$ cat src/rtl/dmem_arbiter_pkg.sv
// Shared types and constants for the data-memory arbiter.
package dmem_arbiter_pkg;

    localparam int ADDR_W_DEF = 14;
    localparam int DATA_W_DEF = 32;

    localparam logic [2:0] SIGN_MASK_WORD = 3'b010;

    typedef enum logic {
        ST_CPU      = 1'b0,
        ST_AUX_LOCK = 1'b1
    } arb_state_e;

endpackage

$ cat src/rtl/dmem_arbiter_if.sv
// CPU, auxiliary-master and memory signals around the arbiter.
// The slave modport is the arbiter's view; master is the surrounding system.
interface dmem_arbiter_if
    import dmem_arbiter_pkg::*;
#(
    parameter int ADDR_W = ADDR_W_DEF,
    parameter int DATA_W = DATA_W_DEF
);
    logic              cpu_memread;
    logic              cpu_memwrite;
    logic [ADDR_W-1:0] cpu_addr;
    logic [DATA_W-1:0] cpu_wdata;
    logic [2:0]        cpu_sign_mask;
    logic [DATA_W-1:0] cpu_rdata;
    logic              cpu_stall;

    logic              aux_req;
    logic              aux_we;
    logic              aux_lock;
    logic [ADDR_W-1:0] aux_addr;
    logic [DATA_W-1:0] aux_wdata;
    logic              aux_gnt;
    logic              aux_rvalid;
    logic [DATA_W-1:0] aux_rdata;

    logic [ADDR_W-1:0] mem_addr;
    logic [DATA_W-1:0] mem_wdata;
    logic              mem_memwrite;
    logic              mem_memread;
    logic [2:0]        mem_sign_mask;
    logic [DATA_W-1:0] mem_rdata;

    modport slave (
        input  cpu_memread, cpu_memwrite, cpu_addr, cpu_wdata, cpu_sign_mask,
        output cpu_rdata, cpu_stall,
        input  aux_req, aux_we, aux_lock, aux_addr, aux_wdata,
        output aux_gnt, aux_rvalid, aux_rdata,
        output mem_addr, mem_wdata, mem_memwrite, mem_memread, mem_sign_mask,
        input  mem_rdata
    );

    modport master (
        output cpu_memread, cpu_memwrite, cpu_addr, cpu_wdata, cpu_sign_mask,
        input  cpu_rdata, cpu_stall,
        output aux_req, aux_we, aux_lock, aux_addr, aux_wdata,
        input  aux_gnt, aux_rvalid, aux_rdata,
        input  mem_addr, mem_wdata, mem_memwrite, mem_memread, mem_sign_mask,
        output mem_rdata
    );

endinterface

$ cat src/rtl/dmem_arbiter_starve_counter.sv
// Saturating wait counter for the auxiliary master; hit_o flags the limit.
module starve_counter
    import dmem_arbiter_pkg::*;
#(
    parameter int CNT_W = 3,
    parameter int LIMIT = 4
) (
    input  logic clk,
    input  logic rst,
    input  logic clr_i,
    input  logic inc_i,
    output logic hit_o
);
    localparam logic [CNT_W-1:0] LIMIT_C = CNT_W'(LIMIT);

    logic [CNT_W-1:0] cnt_q;
    logic [CNT_W-1:0] cnt_d;

    assign hit_o = (cnt_q == LIMIT_C);

    always_comb begin
        cnt_d = cnt_q;
        if (clr_i) begin
            cnt_d = '0;
        end else if (inc_i && !hit_o) begin
            cnt_d = cnt_q + CNT_W'(1);
        end
    end

    always_ff @(posedge clk) begin
        if (rst) begin
            cnt_q <= '0;
        end else begin
            cnt_q <= cnt_d;
        end
    end

endmodule

$ cat src/rtl/dmem_arbiter.sv
// Shares the data-memory port between the CPU (default priority) and an
// auxiliary master that can lock the port and is protected from starvation.
module dmem_arbiter
    import dmem_arbiter_pkg::*;
#(
    parameter int ADDR_W       = ADDR_W_DEF,
    parameter int DATA_W       = DATA_W_DEF,
    parameter int STARVE_LIMIT = 4,
    parameter int CNT_W        = 3
) (
    input  logic           clk,
    input  logic           rst,
    dmem_arbiter_if.slave  bus
);
    arb_state_e state_q;
    arb_state_e state_d;
    logic       cpu_req;
    logic       aux_win;
    logic       lock_idle;
    logic       starve_hit;
    logic       rvalid_q;
    logic       rvalid_d;

    assign cpu_req = bus.cpu_memread | bus.cpu_memwrite;

    starve_counter #(
        .CNT_W (CNT_W),
        .LIMIT (STARVE_LIMIT)
    ) u_starve (
        .clk   (clk),
        .rst   (rst),
        .clr_i (aux_win),
        .inc_i (bus.aux_req & ~aux_win),
        .hit_o (starve_hit)
    );

    always_ff @(posedge clk) begin
        if (rst) begin
            state_q  <= ST_CPU;
            rvalid_q <= 1'b0;
        end else begin
            state_q  <= state_d;
            rvalid_q <= rvalid_d;
        end
    end

    // Lock is released after a cycle with aux_lock low; that cycle stays aux-owned.
    always_comb begin
        state_d = state_q;
        case (state_q)
            ST_CPU:      if (aux_win && bus.aux_lock) state_d = ST_AUX_LOCK;
            ST_AUX_LOCK: if (!bus.aux_lock)           state_d = ST_CPU;
            default:     state_d = ST_CPU;
        endcase
    end

    always_comb begin
        aux_win   = 1'b0;
        lock_idle = 1'b0;
        if (!rst) begin
            case (state_q)
                ST_AUX_LOCK: begin
                    aux_win   = bus.aux_req;
                    lock_idle = !bus.aux_req;
                end
                default: aux_win = bus.aux_req & (!cpu_req | starve_hit);
            endcase
        end

        rvalid_d       = aux_win & !bus.aux_we;
        bus.aux_gnt    = aux_win;
        bus.cpu_stall  = (aux_win | lock_idle) & cpu_req;
        bus.aux_rvalid = rvalid_q & !rst;
        bus.aux_rdata  = bus.mem_rdata;
        bus.cpu_rdata  = bus.mem_rdata;

        if (aux_win) begin
            bus.mem_addr      = bus.aux_addr;
            bus.mem_wdata     = bus.aux_wdata;
            bus.mem_sign_mask = SIGN_MASK_WORD;
            bus.mem_memwrite  = bus.aux_we;
            bus.mem_memread   = !bus.aux_we;
        end else begin
            bus.mem_addr      = bus.cpu_addr;
            bus.mem_wdata     = bus.cpu_wdata;
            bus.mem_sign_mask = bus.cpu_sign_mask;
            bus.mem_memwrite  = bus.cpu_memwrite & !rst & !lock_idle;
            bus.mem_memread   = bus.cpu_memread & !rst & !lock_idle;
        end
    end

endmodule

$ cat src/flat_wrapper.sv
// flat-port wrapper written by rule: the top's interface ports become plain ports
module dmem_arbiter_flat import dmem_arbiter_pkg::*;
#(
    parameter int ADDR_W       = ADDR_W_DEF,
    parameter int DATA_W       = DATA_W_DEF,
    parameter int STARVE_LIMIT = 4,
    parameter int CNT_W        = 3
)
  (clk, rst, bus_cpu_memread, bus_cpu_memwrite, bus_cpu_addr, bus_cpu_wdata, bus_cpu_sign_mask, bus_cpu_rdata, bus_cpu_stall, bus_aux_req, bus_aux_we, bus_aux_lock, bus_aux_addr, bus_aux_wdata, bus_aux_gnt, bus_aux_rvalid, bus_aux_rdata, bus_mem_addr, bus_mem_wdata, bus_mem_memwrite, bus_mem_memread, bus_mem_sign_mask, bus_mem_rdata);
  dmem_arbiter_if #(.ADDR_W(ADDR_W), .DATA_W(DATA_W)) bus_i ();
  input  logic clk;
  input  logic rst;
  input wire logic [$bits(bus_i.cpu_memread)-1:0] bus_cpu_memread;
  input wire logic [$bits(bus_i.cpu_memwrite)-1:0] bus_cpu_memwrite;
  input wire logic [$bits(bus_i.cpu_addr)-1:0] bus_cpu_addr;
  input wire logic [$bits(bus_i.cpu_wdata)-1:0] bus_cpu_wdata;
  input wire logic [$bits(bus_i.cpu_sign_mask)-1:0] bus_cpu_sign_mask;
  output wire logic [$bits(bus_i.cpu_rdata)-1:0] bus_cpu_rdata;
  output wire logic [$bits(bus_i.cpu_stall)-1:0] bus_cpu_stall;
  input wire logic [$bits(bus_i.aux_req)-1:0] bus_aux_req;
  input wire logic [$bits(bus_i.aux_we)-1:0] bus_aux_we;
  input wire logic [$bits(bus_i.aux_lock)-1:0] bus_aux_lock;
  input wire logic [$bits(bus_i.aux_addr)-1:0] bus_aux_addr;
  input wire logic [$bits(bus_i.aux_wdata)-1:0] bus_aux_wdata;
  output wire logic [$bits(bus_i.aux_gnt)-1:0] bus_aux_gnt;
  output wire logic [$bits(bus_i.aux_rvalid)-1:0] bus_aux_rvalid;
  output wire logic [$bits(bus_i.aux_rdata)-1:0] bus_aux_rdata;
  output wire logic [$bits(bus_i.mem_addr)-1:0] bus_mem_addr;
  output wire logic [$bits(bus_i.mem_wdata)-1:0] bus_mem_wdata;
  output wire logic [$bits(bus_i.mem_memwrite)-1:0] bus_mem_memwrite;
  output wire logic [$bits(bus_i.mem_memread)-1:0] bus_mem_memread;
  output wire logic [$bits(bus_i.mem_sign_mask)-1:0] bus_mem_sign_mask;
  input wire logic [$bits(bus_i.mem_rdata)-1:0] bus_mem_rdata;
  assign bus_i.cpu_memread = bus_cpu_memread;
  assign bus_i.cpu_memwrite = bus_cpu_memwrite;
  assign bus_i.cpu_addr = bus_cpu_addr;
  assign bus_i.cpu_wdata = bus_cpu_wdata;
  assign bus_i.cpu_sign_mask = bus_cpu_sign_mask;
  assign bus_cpu_rdata = bus_i.cpu_rdata;
  assign bus_cpu_stall = bus_i.cpu_stall;
  assign bus_i.aux_req = bus_aux_req;
  assign bus_i.aux_we = bus_aux_we;
  assign bus_i.aux_lock = bus_aux_lock;
  assign bus_i.aux_addr = bus_aux_addr;
  assign bus_i.aux_wdata = bus_aux_wdata;
  assign bus_aux_gnt = bus_i.aux_gnt;
  assign bus_aux_rvalid = bus_i.aux_rvalid;
  assign bus_aux_rdata = bus_i.aux_rdata;
  assign bus_mem_addr = bus_i.mem_addr;
  assign bus_mem_wdata = bus_i.mem_wdata;
  assign bus_mem_memwrite = bus_i.mem_memwrite;
  assign bus_mem_memread = bus_i.mem_memread;
  assign bus_mem_sign_mask = bus_i.mem_sign_mask;
  assign bus_i.mem_rdata = bus_mem_rdata;
  dmem_arbiter #(.ADDR_W(ADDR_W), .DATA_W(DATA_W), .STARVE_LIMIT(STARVE_LIMIT), .CNT_W(CNT_W)) u_core (.clk(clk), .rst(rst), .bus(bus_i));
endmodule
$ cat config.mk
export PLATFORM = sky130hd
export DESIGN_NAME = dmem_arbiter_flat
export DESIGN_NICKNAME = d
export VERILOG_FILES = /design/src/rtl/dmem_arbiter_pkg.sv /design/src/rtl/dmem_arbiter_if.sv /design/src/rtl/dmem_arbiter_starve_counter.sv /design/src/rtl/dmem_arbiter.sv /design/src/flat_wrapper.sv
export SDC_FILE = /design/constraint.sdc
export NUM_CORES = 1
export LEC_CHECK = 0
export ABC_AREA = 1
export CAP_MARGIN = 20
export CELL_PAD_IN_SITES_DETAIL_PLACEMENT = 1
export CELL_PAD_IN_SITES_GLOBAL_PLACEMENT = 1
export CORE_ASPECT_RATIO = 1.2
export CORE_UTILIZATION = 11
export DETAILED_ROUTE_END_ITERATION = 6
export PLACE_DENSITY_LB_ADDON = 0.1
export SLEW_MARGIN = 0
export SYNTH_ARGS = -nofsm -noshare
export SYNTH_HDL_FRONTEND = slang
export SYNTH_SLANG_ARGS = --single-unit
export TNS_END_PERCENT = 20
$ cat constraint.sdc
create_clock -name clk -period 4.3 [get_ports clk]
set_clock_uncertainty 0.05 [all_clocks]
set_input_delay 0.645 -clock clk [delete_from_list [all_inputs] [get_ports clk]]
set_output_delay 0.645 -clock clk [all_outputs]
set_load 0.01 [all_outputs]
Word-level counts from Yosys, hierarchy flattened
Cells that the tools add are included.
{"block": "totals", "register_bits": 5, "latch_bits": 0, "ramBits": 0, "rom_bits": 0, "in_bits": 134, "output_inout_bits": 118, "wordCells": 40, "memories": 0}
{"block": "op_classes", "addsub": 1, "multipliers": 0, "n_div": 0, "magnitude_cmp": 0, "eq_ne": 1, "shifts": 0, "n_mux": 12, "bitwise": 14, "n_reduce_logical": 9}
{"cell": "2-to-1 mux 32 bit", "count": 1}
{"cell": "2-to-1 mux 14 bit", "count": 1}
{"cell": "bitwise AND 1 bit", "count": 9}
{"cell": "2-to-1 mux 1 bit", "count": 8}
{"cell": "logical NOT 1 bit", "count": 6}
{"cell": "adder 3 x 1 -> 3 bit (second input constant)", "count": 1}
{"cell": "equality test 3 bit (second input constant)", "count": 1}
{"cell": "2-to-1 mux 3 bit", "count": 1}
{"cell": "bitwise OR 1 bit", "count": 3}
{"cell": "logical AND 1 bit", "count": 2}
{"cell": "inverter 1 bit", "count": 2}
{"cell": "case mux 1 bit (2 select lines)", "count": 1}
{"cell": "OR reduction 2 bit", "count": 1}

Logic depth before layout (Yosys ltp)
{"block": "logic_depth", "depth_word": 9, "mapped_depth": 10, "mapped_depth_nobuf": 8}

Hierarchy
A second synthesis with hierarchy kept.
{"block": "hier_totals", "hier_cells": 283, "hier_area_um2": 1539.0}
{"mod": "dmem_arbiter", "n_inst": 1, "cells_each": 256, "area_per_inst_um2": 1363.8, "seq_area_each_um2": 40.0}
{"mod": "starve_counter", "n_inst": 1, "cells_each": 27, "area_per_inst_um2": 175.2, "seq_area_each_um2": 60.1}

Least setup slack after synthesis
OpenSTA, ideal clock, no wires.
{"block": "synth_path", "kind": "input to output", "from": "input bus_cpu_memwrite", "to": "output bus_mem_addr[10]", "arrival_time_ns": 1.411, "required_time_ns": 3.605, "slack_ns": 2.194, "stages": 7, "n_path_buf": 1, "cell_sequence": "inv_1 nand2_1 nand3_2 nand3_4 clkbuf_1 nand2_1 nand2_1"}
{"block": "synth_between", "elab_chain_len": 7}
{"element": "from (decl)", "line": "flat_wrapper.sv:14", "source": "input wire logic [$bits(bus_i.cpu_memwrite)-1:0] bus_cpu_memwrite;"}
{"element": "bitwise OR 1 bit", "line": "dmem_arbiter.sv:24", "source": "assign cpu_req = bus.cpu_memread | bus.cpu_memwrite;"}
{"element": "logical NOT 1 bit", "line": "dmem_arbiter.sv:66", "source": "default: aux_win = bus.aux_req & (!cpu_req | starve_hit);"}
{"element": "bitwise OR 1 bit", "line": "dmem_arbiter.sv:66"}
{"element": "bitwise AND 1 bit", "line": "dmem_arbiter.sv:66"}
{"element": "2-to-1 mux 1 bit", "line": "dmem_arbiter.sv:61", "source": "case (state_q)"}
{"element": "2-to-1 mux 1 bit", "line": "dmem_arbiter.sv:60", "source": "if (!rst) begin"}
{"element": "2-to-1 mux 14 bit", "line": "dmem_arbiter.sv:77", "source": "if (aux_win) begin"}
{"element": "to (decl)", "line": "flat_wrapper.sv:28", "source": "output wire logic [$bits(bus_i.mem_addr)-1:0] bus_mem_addr;"}
Every way passes these cells.

Final worst setup path
{"block": "layout_path", "from": "input bus_cpu_memwrite", "to": "output bus_mem_wdata[29]"}
{"block": "layout_between", "elab_chain_len": 7}
{"element": "bitwise OR 1 bit", "line": "dmem_arbiter.sv:24"}
{"element": "logical NOT 1 bit", "line": "dmem_arbiter.sv:66"}
{"element": "bitwise OR 1 bit", "line": "dmem_arbiter.sv:66"}
{"element": "bitwise AND 1 bit", "line": "dmem_arbiter.sv:66"}
{"element": "2-to-1 mux 1 bit", "line": "dmem_arbiter.sv:61"}
{"element": "2-to-1 mux 1 bit", "line": "dmem_arbiter.sv:60"}
{"element": "2-to-1 mux 32 bit", "line": "dmem_arbiter.sv:77"}
{"element": "to (decl)", "line": "flat_wrapper.sv:29", "source": "output wire logic [$bits(bus_i.mem_wdata)-1:0] bus_mem_wdata;"}
Every way passes these cells.

==> flow_summary_export.csv <==
group,metric,value,unit
clock_network,post-cts-setup-buffers,0,
min_path,holdCritStartpoint,"u_core.u_starve.cnt_q[1]",
sta,whs,0.428,ns
yosys,syn_avg_cell_area,5.31,sq um
sta,timing.final.crit_period,3.42,ns
critical_path,startpoint_type,"primary input",
sta,fin_setup_tns,0,ns
die,die_h,125,um
yosys,synth_compound_area_frac,0.0334,
placed_design,placedCellCount,505,
die,pin_count,252,
critical_path,regToRegSetupSlack,2.37,ns
sta,timing.final.crit_share,0.795,
die,die_area,13000,sq um
final_layout,postLayoutCoreUtil,0.222,
min_path,hold_class,"register to register",
global_routing,grt.total_usage,0.0915,
global_routing,grt_antenna_before_repair,0,
power_and_ir_drop,power_density,167,nW/um^2
critical_path,reg2reg_depth,9,
global_routing,grt_pass1_wl,9.54,mm
placed_design,dp_hpwl,4.82,mm
yosys,synth.area.mux_share,0,
yosys,yosysWarningCount,0,
final_layout,multi_input_area,704,sq um
global_routing,grt_overflow,0,
critical_path,critPathBufInv,4,
sta,final_hold_viol_count,0,
power_and_ir_drop,swShare,0.266,
critical_path,arrival,2.72,ns
yosys,synth_nets,397,
clock_network,post_cts_resized,0,
sta,rsz0062_at_grt,"false",
yosys,yosys.area_share.adder,0.0181,
routing,vias_per_cell,3.45,
critical_path,reg2reg_to,"u_core.u_starve.cnt_q[2]",
critical_path,r2r_start,"u_core.u_starve.cnt_q[0]",
critical_path,timing.critical_path.mode_cell,"nand2_1",
final_layout,antennaDiodeCount,0,
routing,drt_iter0_markers,42,
sta,worst_slack,0.881,ns
yosys,synth-simple-area-share,0.451,
min_path,hold_depth,2,
power_and_ir_drop,p_switching,0.120,mW
clock_network,cts_max_level,1,
clock_network,cts-root-buf,"clkbuf_16",
yosys,synthXorXnorAreaFrac,0.00632,
min_path,hold_end,"u_core.u_starve.cnt_q[1]",
critical_path,path_cells,"clkdlybuf4s50_1 -> inv_1 -> nand2_1 -> nand3_2 -> nand3_4 -> buf_4 -> nand2_1 -> nand2_1 -> clkdlybuf4s50_1",
routing,vias,1758,
power_and_ir_drop,intPower,0.332,mW
clock_network,cts_sinks,5,
clock_network,clock_latency,0.23,ns
critical_path,cp_max_fo,52,
placed_design,place_ws,0.802,ns
critical_path,crit_path_max_incr_delay,0.56,ns
routing,dr.pass1.iters,4,
clock_network,cts_hold_buf,0,
final_layout,final_area,2710,sq um
sta,max_slew_margin,0.610,
sta,max_freq,293,MHz
power_and_ir_drop,p_leak,1.23,nW
final_layout,final_nets,485,
status,outcome,"complete, no violations",
placed_design,io_buffers,155,
sta,drv_slew,0,
critical_path,crit_family,"buffers and inverters",
sta,tightest_slew,0.584,ns
final_layout,final-seq-area,100,sq um
power_and_ir_drop,total_power,0.452,mW
yosys,yosysSeqAreaShare,0.0723,
yosys,synthDistinctLibCells,19,
power_and_ir_drop,p_seq_frac,0.111,
clock_network,clk_pin_slew_worst_paths,0.03,ns
placed_design,place_area,2630,sq um
clock_network,cts.path.max_buffers,2,
routing,post_drt_wl_per_cell,12.1,um
critical_path,timing.critical_path.slowest_stage_cell,"clkdlybuf4s50_1",
routing,route.detailed.drc,0,
sta,setup-violations-final,0,
clock_network,tritoncts,"built",
power_and_ir_drop,irDropWorstVdd,0.0850,mV
final_layout,instances_no_fill,509,
final_layout,drive_gt1_frac,0.0230,
power_and_ir_drop,clock_power_share,0.349,
clock_network,numCtsBuffers,3,
die,rows,44,
yosys,syn-instance-count,261,
critical_path,critPathCaptureType,"output pin",
die,start_util,0.114,
routing,wirelength,6.13,mm
yosys,yosys-top-cells-area,"nand2_1 41%, buf_4 35%, dfxtp_1 7.2%",
die,fp.dieW,104,um
yosys,synth_top_area_frac,0.412,
critical_path,critical_path_class,"primary input to output pin",
critical_path,crit_required,3.61,ns
power_and_ir_drop,combinationalPowerShare,0.540,
final_layout,area_delta_synth_final,95.3,%
job,cap_violations,0,
routing,ant_nets,0,
yosys,yosys.area.top_type,"nand2_1",
yosys,synth_top_family_by_area,"simple AND/OR/NAND/NOR gates",
global_routing,grt_max_degree,53,
placed_design,gp_congestion,0.668,
yosys,ys_ff_latch,5,
final_layout,fillCellCount,1507,
global_routing,grt_pass1_vias,1813,
die,placeableCoreArea,12200,sq um
yosys,syn_area,1390,sq um
[power by group through the flow]
stage | sequential, mW | clock, mW | combinational, mW
CTS | 0.0501 | 0.162 | 0.249
global placement | 0.0507 | 0 | 0.247
detailed placement | 0.0508 | 0 | 0.248
floorplan | 0.0505 | 0 | 0.133
finish | 0.0500 | 0.158 | 0.244
global route | 0.0502 | 0.165 | 0.265
[area by class of cell]
class / instances / share of cell area
Clock buffer: 4 / 0.0291
Tap cell: 161 / 0.0745
Sequential cell: 5 / 0.0370
Timing Repair Buffer: 157 / 0.584
Inverter: 11 / 0.0153
Multi-Input combinational cell: 171 / 0.260
[worst max path at each step]
stage / startpoint / endpoint / slack (ns) / cells after the start
2_1_floorplan: bus_cpu_memwrite / bus_mem_addr[10] / 2.19 / 7
3_3_place_gp: bus_cpu_memwrite / bus_mem_wdata[7] / 0.80 / 9
3_5_place_dp: bus_cpu_memwrite / bus_mem_wdata[29] / 0.80 / 9
4_1_cts: bus_cpu_memwrite / bus_mem_wdata[29] / 0.80 / 9
5_1_grt: bus_cpu_memread / bus_mem_wdata[21] / 0.67 / 9
6_report: bus_cpu_memwrite / bus_mem_wdata[29] / 0.88 / 9
[per-layer routing]
metal / wire, um / track usage
met2: 3230 / 0.173
met5: 0 / 0
met3: 524 / 0.0225
met1: 2140 / 0.0902
met4: 233 / 0.0496
[flip-flops by register name, indices dropped and copies added, names as in the netlist]
name,cells
u_core.state_q,1
u_core.u_starve.cnt_q,3
u_core.rvalid_q,1
[cell usage in the layout (no fill, tap or decap), drive strengths merged, types with 2 or more instances in the layout]
master	n
clkdlybuf4s50	155
nand2	152
inv	11
dfxtp	5
a21oi	4
nor2	4
clkbuf	4
nand3	3
o211ai	2
ha	2
buf	2
[tightest hold or removal path: cells and delay by family, from the launching register on]
kind / cells / cell delay, ns
flip-flops: 1 / 0.30
AO/OA/AOI/OAI: 1 / 0.06
buffers and inverters: 1 / 0.07
[cell families after synthesis]
logic type | Yosys count
AND/OR/NAND/NOR | 160
XOR/XNOR | 1
buffers and inverters | 85
flip-flops | 5
AO/OA/AOI/OAI | 8
adder cells (fa/ha/maj) | 2
[cells in the mapped netlist]
cell type  instances
clkbuf_1           3
nand3_4            1
o22ai_1            1
inv_2              1
buf_4             64
a21oi_1            4
inv_1             10
xor2_1             1
dfxtp_1            5
o211ai_1           2
o21ai_0            1
nand3_1            1
buf_6              2
nor2_1             4
nand3_2            1
or2_1              1
buf_2              5
nand2_1          152
ha_1               2
No activity file was read; power rests on OpenSTA's default activity.
